==> src/rtl/seg_pkg.sv <==
// Shared constants and the BCD-to-segment decode for the seg_dynamic_scan slice.
// Segment codes are active-low, bit order {dp,g,f,e,d,c,b,a}.
package seg_pkg;

    localparam int NUM_DIGITS = 6;

    localparam logic [7:0] SEG_BLANK = 8'hFF;
    localparam logic [7:0] SEG_MINUS = 8'hBF;

    // Non-decimal codes 10..15 decode to blank.
    function automatic logic [7:0] bcd_to_seg(input logic [3:0] d);
        logic [7:0] s;
        case (d)
            4'd0:    s = 8'hC0;
            4'd1:    s = 8'hF9;
            4'd2:    s = 8'hA4;
            4'd3:    s = 8'hB0;
            4'd4:    s = 8'h99;
            4'd5:    s = 8'h92;
            4'd6:    s = 8'h82;
            4'd7:    s = 8'hF8;
            4'd8:    s = 8'h80;
            4'd9:    s = 8'h90;
            default: s = SEG_BLANK;
        endcase
        return s;
    endfunction

endpackage

==> src/rtl/seg_dynamic_scan.sv <==
// Six-digit time-multiplexed seven-segment scan driver with leading-zero
// blanking, sign placement and per-digit decimal points.
// Ports:
//   sys_clk, sys_rst          clock, async active-high reset
//   unit..h_hun [3:0]         BCD digits 0 (right) .. 5 (left)
//   point [5:0]               decimal point enable per digit
//   sign                      show '-' left of the most significant digit
//   seg_en                    0 blanks the display, scanning continues
//   sel [5:0]                 one-hot digit select, active-high
//   seg [7:0]                 segments, active-low {dp,g,f,e,d,c,b,a}
//   frame_done                one-cycle pulse after digit 5's dwell
module seg_dynamic_scan
    import seg_pkg::*;
#(
    parameter int CNT_MAX = 49_999
) (
    input  logic       sys_clk,
    input  logic       sys_rst,
    input  logic [3:0] unit,
    input  logic [3:0] ten,
    input  logic [3:0] hun,
    input  logic [3:0] tho,
    input  logic [3:0] t_tho,
    input  logic [3:0] h_hun,
    input  logic [5:0] point,
    input  logic       sign,
    input  logic       seg_en,
    output logic [5:0] sel,
    output logic [7:0] seg,
    output logic       frame_done
);

    localparam int CW = (CNT_MAX > 0) ? $clog2(CNT_MAX + 1) : 1;
    localparam logic [CW-1:0] CNT_TOP = CW'(CNT_MAX);
    localparam logic [2:0] IDX_LAST = 3'(NUM_DIGITS - 1);

    logic [CW-1:0]   cnt_q, cnt_d;
    logic [2:0]      idx_q, idx_d;
    logic            tick;
    logic            load;
    logic            load_pend_q;
    logic [5:0][3:0] dig_q;
    logic [5:0]      point_q;
    logic            sign_q;
    logic [5:0]      sel_q;
    logic [7:0]      seg_q;
    logic            frame_done_q;

    logic [2:0]      msd_c;
    logic [2:0]      eff_c;
    logic [7:0]      code_c;

    assign tick = (cnt_q == CNT_TOP);

    // Shadow copy refreshes only at frame boundaries, so a frame is never torn.
    assign load = load_pend_q | (tick & (idx_q == IDX_LAST));

    always_comb begin
        cnt_d = tick ? '0 : cnt_q + 1'b1;
        idx_d = idx_q;
        if (tick) begin
            idx_d = (idx_q == IDX_LAST) ? 3'd0 : idx_q + 3'd1;
        end
    end

    // Highest nonzero digit, then widened to cover any lit decimal point.
    always_comb begin
        msd_c = 3'd0;
        eff_c = 3'd0;
        for (int i = 0; i < NUM_DIGITS; i++) begin
            if (dig_q[i] != 4'd0) begin
                msd_c = 3'(i);
            end
        end
        eff_c = msd_c;
        for (int i = 0; i < NUM_DIGITS; i++) begin
            if (point_q[i] && 3'(i) > eff_c) begin
                eff_c = 3'(i);
            end
        end
    end

    always_comb begin
        code_c = SEG_BLANK;
        if (idx_q <= eff_c) begin
            code_c = bcd_to_seg(dig_q[idx_q]);
        end else if (sign_q && eff_c != IDX_LAST
                     && idx_q == eff_c + 3'd1) begin
            code_c = SEG_MINUS;
        end
        if (point_q[idx_q] && code_c != SEG_BLANK) begin
            code_c[7] = 1'b0;
        end
    end

    always_ff @(posedge sys_clk or posedge sys_rst) begin
        if (sys_rst) begin
            cnt_q        <= '0;
            idx_q        <= 3'd0;
            load_pend_q  <= 1'b1;
            dig_q        <= '0;
            point_q      <= '0;
            sign_q       <= 1'b0;
            sel_q        <= 6'h00;
            seg_q        <= SEG_BLANK;
            frame_done_q <= 1'b0;
        end else begin
            cnt_q        <= cnt_d;
            idx_q        <= idx_d;
            load_pend_q  <= 1'b0;
            frame_done_q <= tick & (idx_q == IDX_LAST);
            if (load) begin
                dig_q   <= {h_hun, t_tho, tho, hun, ten, unit};
                point_q <= point;
                sign_q  <= sign;
            end
            // Stay dark until the first shadow load has landed.
            if (load_pend_q || !seg_en) begin
                sel_q <= 6'h00;
                seg_q <= SEG_BLANK;
            end else begin
                sel_q <= 6'b000001 << idx_q;
                seg_q <= code_c;
            end
        end
    end

    assign sel        = sel_q;
    assign seg        = seg_q;
    assign frame_done = frame_done_q;

endmodule

==> config.mk <==
export PLATFORM = sky130hd
export DESIGN_NAME = seg_dynamic_scan
export DESIGN_NICKNAME = d
export VERILOG_FILES = /design/src/rtl/seg_pkg.sv /design/src/rtl/seg_dynamic_scan.sv
export SDC_FILE = /design/constraint.sdc
export NUM_CORES = 1
export LEC_CHECK = 0
export ABC_AREA = 1
export BUFFER_PORTS_ARGS = -buffer_cell sky130_fd_sc_hd__buf_2
export CAP_MARGIN = 25
export CORE_ASPECT_RATIO = 2
export CORE_UTILIZATION = 62
export DETAILED_ROUTE_END_ITERATION = 8
export PLACE_DENSITY_LB_ADDON = 0.15
export SETUP_SLACK_MARGIN = 0.2
export SLEW_MARGIN = 20
export SYNTH_ARGS = -nofsm -noshare
export SYNTH_HDL_FRONTEND = slang
export SYNTH_SLANG_ARGS = --single-unit
export TNS_END_PERCENT = 20
==> constraint.sdc <==
create_clock -name sys_clk -period 5.2 [get_ports sys_clk]
set_clock_uncertainty 0.15 [all_clocks]
set_input_delay 0.52 -clock sys_clk [delete_from_list [all_inputs] [get_ports sys_clk]]
set_output_delay 0.52 -clock sys_clk [all_outputs]
set_load 0.01 [all_outputs]
; ---- Word-level counts from Yosys, hierarchy flattened
; Memories as Yosys holds them, arrays and structs flattened.
; Cells that the tools add are included.
[op_classes]
addsub = 3
order_cmp = 8
eq_ne = 5
shift = 1
n_mux = 22
n_bitwise = 2
n_reduce_logical = 16
[op_table]
columns = cell, count
row1 = $mux 3, 11
row2 = $reduce_bool 4->1, 5
row3 = $add 16x1->16 const B, 1
row4 = $eq 16x16->1 const B, 1
row5 = $mux 16, 1
row6 = $mux 8, 2
row7 = $bmux 4 s3, 1
row8 = $logic_and 1x1->1, 9
row9 = $ne 8x8->1 const B, 1
row10 = $mux 7, 1
row11 = $add 3x1->3 const B, 2
row12 = $gt 1x3->1 const A, 2
row13 = $gt 2x3->1 const A, 2
row14 = $gt 3x3->1 const A, 2
row15 = $mux 6, 1
row16 = $shl 1x3->6 const A, 1
row17 = $lt 3x4->1 const B, 1
row18 = $mux 4, 1
row19 = $bmux 1 s3, 1
row20 = $eq 3x3->1, 1
row21 = $eq 3x3->1 const B, 1
row22 = $le 3x3->1, 1
row23 = $mux 1, 3
row24 = $ne 3x3->1 const B, 1
row25 = other kinds (4), 4
[totals]
register_bits = 66
rom_bits = 112
in_bits = 34
out_inout_bits = 15
wordCells = 72
n_memories = 1
[memory_table]
columns = memory, words, width, rd, rd_ports_with_merged_regs, wr, line
row1 = (no name shown), 16, 7, 1, 0, 0, seg_pkg.sv:13  ; case (d)

; ---- Logic depth before layout (Yosys ltp)
[depth]
depth_word = 33
depth_mapped = 23
depth_no_buf = 23

; ---- Least setup slack after synthesis
; Ideal clock, no wire load.
[synth_timing]
kind = flip-flop to flip-flop
start = register dig_q[16] in the netlist's numbering
end = register seg_q[7], in the netlist seg[7]
setup_time_ns = 0.081
t_arrival_ns = 2.298
required_time_ns = 4.969
slack_ns = 2.671
stages_incl_launch_ff = 21
n_path_buf = 0
cell_sequence = dfrtp_1 > nor2_1 > nand3_1 > nor2_1 > nand2_1 > inv_1 > nand2_1 > nand2_1 > o21ai_0 > nand2_1 > nand2_1 > ha_1 > inv_1 > o21ai_1 > inv_1 > a21oi_1 > nand2_1 > nand2_1 > nor2_1 > nand2_1 > nand2_1
[synth_via]
elab_chain_len = 30
elab_cells_between_ends = 36
[synth_lines]
columns = item, line
row1 = start: declaration, seg_dynamic_scan.sv:42  ; logic [5:0][3:0] dig_q;
row2 = start signal: assignment, seg_dynamic_scan.sv:113  ; dig_q <= {h_hun, t_tho, tho, hun, ten, unit};
row3 = $reduce_bool 4->1, seg_dynamic_scan.sv:71  ; if (dig_q[i] != 4'd0) begin
row4 = $mux 3 (2 in a row), seg_dynamic_scan.sv:71
row5 = $gt 1x3->1, seg_dynamic_scan.sv:77  ; if (point_q[i] && 3'(i) > eff_c) begin
row6 = $logic_and 1x1->1, seg_dynamic_scan.sv:77
row7 = $mux 3, seg_dynamic_scan.sv:77
row8 = $gt 1x3->1, seg_dynamic_scan.sv:77
row9 = $logic_and 1x1->1, seg_dynamic_scan.sv:77
row10 = $mux 3, seg_dynamic_scan.sv:77
row11 = [13 not listed], -
row12 = $eq 3x3->1 / $logic_and 1x1->1 (equally long branches), "seg_dynamic_scan.sv:88, seg_dynamic_scan.sv:87"
row13 = $logic_and 1x1->1, seg_dynamic_scan.sv:88  ; && idx_q == eff_c + 3'd1) begin
row14 = $mux 7, seg_dynamic_scan.sv:87  ; end else if (sign_q && eff_c != IDX_LAST
row15 = $mux 8 (*), seg_dynamic_scan.sv:85  ; if (idx_q <= eff_c) begin
row16 = $ne 8x8->1 (*), seg_dynamic_scan.sv:91  ; if (point_q[idx_q] && code_c != SEG_BLANK) begin
row17 = $logic_and 1x1->1 (*), seg_dynamic_scan.sv:91
row18 = $mux 1 (*), seg_dynamic_scan.sv:91
row19 = $mux 8 (*), seg_dynamic_scan.sv:118  ; if (load_pend_q || !seg_en) begin
row20 = end signal: assignment, seg_dynamic_scan.sv:123  ; seg_q <= code_c;
row21 = end: declaration, seg_dynamic_scan.sv:46  ; logic [7:0] seg_q;
; Every way passes the cells marked *; elsewhere a longest branch is shown, timed or not. The select of a mux whose other input is x is not followed.
; A chain may end at the register's enable or synchronous reset.

; ---- Worst setup path in the final report
[layout_timing]
start = register dig_q[22] in the netlist's numbering
end = register seg_q[7], in the netlist seg[7]
[layout_via]
elab_chain_len = 29
elab_cells_between_ends = 35
[layout_lines]
columns = item, line
row1 = $reduce_bool 4->1, seg_dynamic_scan.sv:71
row2 = $mux 3, seg_dynamic_scan.sv:71
row3 = $gt 1x3->1, seg_dynamic_scan.sv:77
row4 = $logic_and 1x1->1, seg_dynamic_scan.sv:77
row5 = $mux 3, seg_dynamic_scan.sv:77
row6 = $gt 1x3->1, seg_dynamic_scan.sv:77
row7 = $logic_and 1x1->1, seg_dynamic_scan.sv:77
row8 = $mux 3, seg_dynamic_scan.sv:77
row9 = [13 not listed], -
row10 = $eq 3x3->1 / $logic_and 1x1->1 (equally long branches), "seg_dynamic_scan.sv:88, seg_dynamic_scan.sv:87"
row11 = $logic_and 1x1->1, seg_dynamic_scan.sv:88
row12 = $mux 7, seg_dynamic_scan.sv:87
row13 = $mux 8 (*), seg_dynamic_scan.sv:85
row14 = $ne 8x8->1 (*), seg_dynamic_scan.sv:91
row15 = $logic_and 1x1->1 (*), seg_dynamic_scan.sv:91
row16 = $mux 1 (*), seg_dynamic_scan.sv:91
row17 = $mux 8 (*), seg_dynamic_scan.sv:118
; Marks and branches as above.

==> impl_metrics.xml <==
<?xml version="1.0" encoding="UTF-8"?>
<metrics>
  <group name="power">
    <metric name="power.switching_fraction" unit="">0.234</metric>
    <metric name="p_total" unit="W">0.00138</metric>
    <metric name="intPower" unit="W">0.00106</metric>
    <metric name="p_leak" unit="nW">2.14</metric>
    <metric name="netSwitchingPower" unit="W">0.000323</metric>
    <metric name="ir_drop" unit="V">0.000300</metric>
    <metric name="pd_cells" unit="nW/um2">327</metric>
    <metric name="power_frac_clock" unit="">0.497</metric>
    <metric name="sequentialPowerShare" unit="">0.406</metric>
    <metric name="pwr-share-comb" unit="">0.097</metric>
  </group>
  <group name="logic_synthesis">
    <metric name="yosys_warnings" unit="">0</metric>
    <metric name="ys_async_sr_fraction" unit="">1.00</metric>
    <metric name="synthDistinctLibCells" unit="">42</metric>
    <metric name="synthesis.area" unit="um2">3640</metric>
    <metric name="synth_area_per_cell" unit="um2">8.27</metric>
    <metric name="syn_inst" unit="">440</metric>
    <metric name="ys_ff_latch" unit="">66</metric>
    <metric name="synth.yosys.seq_area_share" unit="">0.457</metric>
    <metric name="synth.net_count" unit="">486</metric>
    <metric name="most_instantiated_flip_flop_cell_in_the_synthesis_netlist" unit="">dfrtp_1</metric>
    <metric name="edff_count_synth" unit="">0</metric>
  </group>
  <group name="critical_path">
    <metric name="timing.reg2reg.setup_slack" unit="ns">2.14</metric>
    <metric name="worstRegToRegCells" unit="">20</metric>
    <metric name="crit_path_max_incr_delay" unit="ns">0.45</metric>
    <metric name="criticalPathCategory" unit="">flip-flop to flip-flop</metric>
    <metric name="reg2reg_from" unit="">dig_q[22]</metric>
    <metric name="timing.critical_path.to" unit="">seg[7]</metric>
    <metric name="crit_cells" unit="">20</metric>
    <metric name="cp_cell_sequence" unit="">inv_1 &gt; nand3_1 &gt; nor2_1 &gt; nand2_1 &gt; inv_1 &gt; nand2_1 &gt; nand2_1 &gt; o21ai_0 &gt; nand2_1 &gt; nand2_1 &gt; ha_1 &gt; inv_1 &gt; o21ai_1 &gt; inv_1 &gt; a21oi_1 &gt; nand2_1 &gt; nand2_1 &gt; nor2_1 &gt; nand2_1 &gt; nand2_1</metric>
    <metric name="critPathBufInv" unit="">4</metric>
    <metric name="worst_path_max_delay_cell" unit="">o21ai_1</metric>
    <metric name="path_max_fanout" unit="">8</metric>
    <metric name="cp_data_arrival_time" unit="ns">3.17</metric>
    <metric name="cp_top_family" unit="">simple AND/OR/NAND/NOR gates</metric>
    <metric name="reg2reg_to" unit="">seg[7]</metric>
    <metric name="cpMostUsedCell" unit="">nand2_1</metric>
    <metric name="crit_start" unit="">dig_q[22]</metric>
    <metric name="worstPathRequired" unit="ns">5.31</metric>
    <metric name="worst_setup_path_start_kind" unit="">flip-flop</metric>
    <metric name="timing.critical_path.to_type" unit="">flip-flop</metric>
  </group>
  <group name="sta">
    <metric name="finalHoldWorstSlack" unit="ns">0.244</metric>
    <metric name="worst_pin_slew" unit="ns">0.834</metric>
    <metric name="timing.final.setup_violations" unit="">0</metric>
    <metric name="timing.final.crit_period" unit="ns">3.06</metric>
    <metric name="min_period_over_period" unit="">0.588</metric>
    <metric name="final.setup.tns" unit="ns">0</metric>
    <metric name="achievable-frequency" unit="MHz">327</metric>
    <metric name="max_slew_headroom" unit="">0.444</metric>
    <metric name="unrepaired_setup_endpoints_after_global_routing" unit="">false</metric>
    <metric name="timing.final.hold_violations" unit="">0</metric>
    <metric name="final-max-slew-violation-count" unit="">0</metric>
  </group>
  <group name="cts">
    <metric name="ctsLongestPathBuffers" unit="">2</metric>
    <metric name="clockRootBuffer" unit="">clkbuf_16</metric>
    <metric name="ctsHoldBuffers" unit="">0</metric>
    <metric name="htreeDepth" unit="">3</metric>
    <metric name="clkTransAtPathRegs" unit="ns">0.05</metric>
    <metric name="insertion_delay" unit="ns">0.33</metric>
    <metric name="clock_tree_from_tritoncts" unit="">done</metric>
    <metric name="post_cts_buffers" unit="">0</metric>
    <metric name="post_cts.resized_instances" unit="">0</metric>
    <metric name="cts_num_sinks" unit="">66</metric>
    <metric name="numCtsBuffers" unit="">9</metric>
  </group>
  <group name="routing">
    <metric name="drt-initial-drc-count" unit="">159</metric>
    <metric name="via_count" unit="">3173</metric>
    <metric name="routed_via_density" unit="">5.71</metric>
    <metric name="wl_per_cell" unit="um">15.2</metric>
    <metric name="totalWireLength" unit="um">8430</metric>
    <metric name="drcViolationCount" unit="">0</metric>
    <metric name="detail_route.first_pass.iterations" unit="">6</metric>
    <metric name="final_antenna_net_count" unit="">0</metric>
  </group>
  <group name="floorplanning">
    <metric name="num_io_pins" unit="">49</metric>
    <metric name="row_count" unit="">39</metric>
    <metric name="die_area" unit="um2">6200</metric>
    <metric name="coreArea" unit="um2">5660</metric>
    <metric name="die_y" unit="um">110</metric>
    <metric name="chipWidth" unit="um">56.2</metric>
    <metric name="initial_core_util" unit="">0.643</metric>
  </group>
  <group name="global_route">
    <metric name="first_global_vias" unit="">3099</metric>
    <metric name="grt_pass1_wl" unit="um">13600</metric>
    <metric name="antenna_found_initial" unit="">0</metric>
    <metric name="largest_net_degree_at_the_start_of_global_routing" unit="">67</metric>
    <metric name="all_layer_global_routing_usage" unit="">0.292</metric>
    <metric name="grt_overflow" unit="">0</metric>
  </group>
  <group name="layout">
    <metric name="areaGrowthSynthToFinish" unit="%">16.6</metric>
    <metric name="highest_count_cells_in_the_layout_ignoring_fill_and_taps" unit="">nand2_1 (113), inv_1 (63), dfrtp_1 (57)</metric>
    <metric name="nets" unit="">536</metric>
    <metric name="final-instance-count-excl-fill" unit="">556</metric>
    <metric name="antenna_cells_inserted" unit="">0</metric>
    <metric name="post_route_cells_drive_above_1_share" unit="">0.224</metric>
    <metric name="most_frequent_standard_cell_in_the_layout_excluding_fill_and_tap_cells" unit="">nand2_1</metric>
  </group>
  <group name="run_status">
    <metric name="outcome" unit="">finished clean</metric>
  </group>
  <group name="worst_hold_path">
    <metric name="worst_min_delay_path_category" unit="">input port to flip-flop</metric>
    <metric name="worstHoldPathCells" unit="">3</metric>
  </group>
  <group name="place">
    <metric name="place_congestion" unit="">0.960</metric>
    <metric name="detailed_place_hpwl" unit="um">6090</metric>
    <metric name="portBuffers" unit="">48</metric>
    <metric name="numPlacedInstances" unit="">540</metric>
  </group>
  <group name="job">
    <metric name="timing.max_cap.violations" unit="">0</metric>
  </group>
</metrics>
[per-stage QoR]
| step | utilization | setup slack [ns] | instance area (um2) |
|---|---|---|---|
| 2_1_floorplan | - | 2.67 | 3640 |
| 3_3_place_gp | 0.684 | 2.19 | 3870 |
| 3_5_place_dp | 0.689 | 2.32 | 3900 |
| 4_1_cts | 0.749 | 2.21 | 4240 |
| 5_1_grt | 0.749 | 1.82 | 4240 |
| 6_report | 0.749 | 2.14 | 4240 |
[synth_stat cells (3+ instances only)]
library cell | instances | area (um2)
nand2_1 | 113 | 424
inv_1 | 64 | 240
dfrtp_1 | 57 | 1430
o21ai_0 | 35 | 175
nor2_1 | 28 | 105
nand3_1 | 23 | 115
a21oi_1 | 12 | 60.1
ha_1 | 12 | 150
nand2_2 | 11 | 68.8
dfstp_2 | 9 | 236
mux2_1 | 8 | 90.1
nand4_1 | 8 | 50.1
nor2_2 | 5 | 31.3
buf_2 | 4 | 20.0
nand2_4 | 4 | 45.0
nor3_1 | 4 | 20.0
xor2_1 | 4 | 35.0
buf_4 | 3 | 22.5
buf_6 | 3 | 33.8
nor4_1 | 3 | 18.8
[layer usage]
metal,track usage,routed length (um),vias up,part of all wire
li1,-,-,1506,-
met1,0.289,2940,1512,0.35
met2,0.551,4800,120,0.57
met3,0.0513,305,35,0.036
met4,0.181,378,0,0.045
met5,0,0,-,0
[power groups by stage]
stage	combinational (W)	clock, W	sequential (W)
floorplan	0.0000889	0	0.000567
global placement	0.000128	0	0.000568
detailed placement	0.000133	0	0.000570
CTS	0.000136	0.000697	0.000561
global route	0.000153	0.000713	0.000564
finish	0.000135	0.000688	0.000562
[kinds of logic after synthesis]
family,after synthesis,synth area share
AND/OR/NAND/NOR,205,0.258
buffers and inverters,79,0.0974
flip-flops,66,0.457
AO/OA/AOI/OAI,63,0.105
adder cells (fa/ha/maj),12,0.0413
multiplexers,10,0.0310
XOR/XNOR,4,0.00963
other,1,0.00103
[worst min-delay path by stage]
stage,slack [ns],end,from
after floorplan,0.30,cnt_q[0],cnt_q[0]
after global placement,0.33,cnt_q[0],cnt_q[0]
after detailed placement,0.34,dig_q[3],dig_q[3]
after CTS,0.24,point_q[2],point[2]
after global routing,0.26,point_q[0],point[0]
final,0.24,point_q[0],point[0]
[cell type report]
type | instances | area [um2]
Sequential cell | 66 | 1660
Timing Repair Buffer | 50 | 275
Inverter | 68 | 263
Fill cell | 441 | 1420
Clock buffer | 9 | 225
Multi-Input combinational cell | 295 | 1620
Tap cell | 61 | 76.3
Clock inverter | 7 | 118
[registers in the layout (all words and copies together) (netlist names)]
register and cells:
frame_done 1, dig_q 24, load_pend_q 1, seg 8, cnt_q 16, idx_q 3, sel 6, point_q 6
sign_q 1
[tightest hold or removal path: stages]
cell	delay, ns
buf_2	0.07
nand2_1	0.04
o21ai_0	0.06
(Power assumes the default switching activity.)
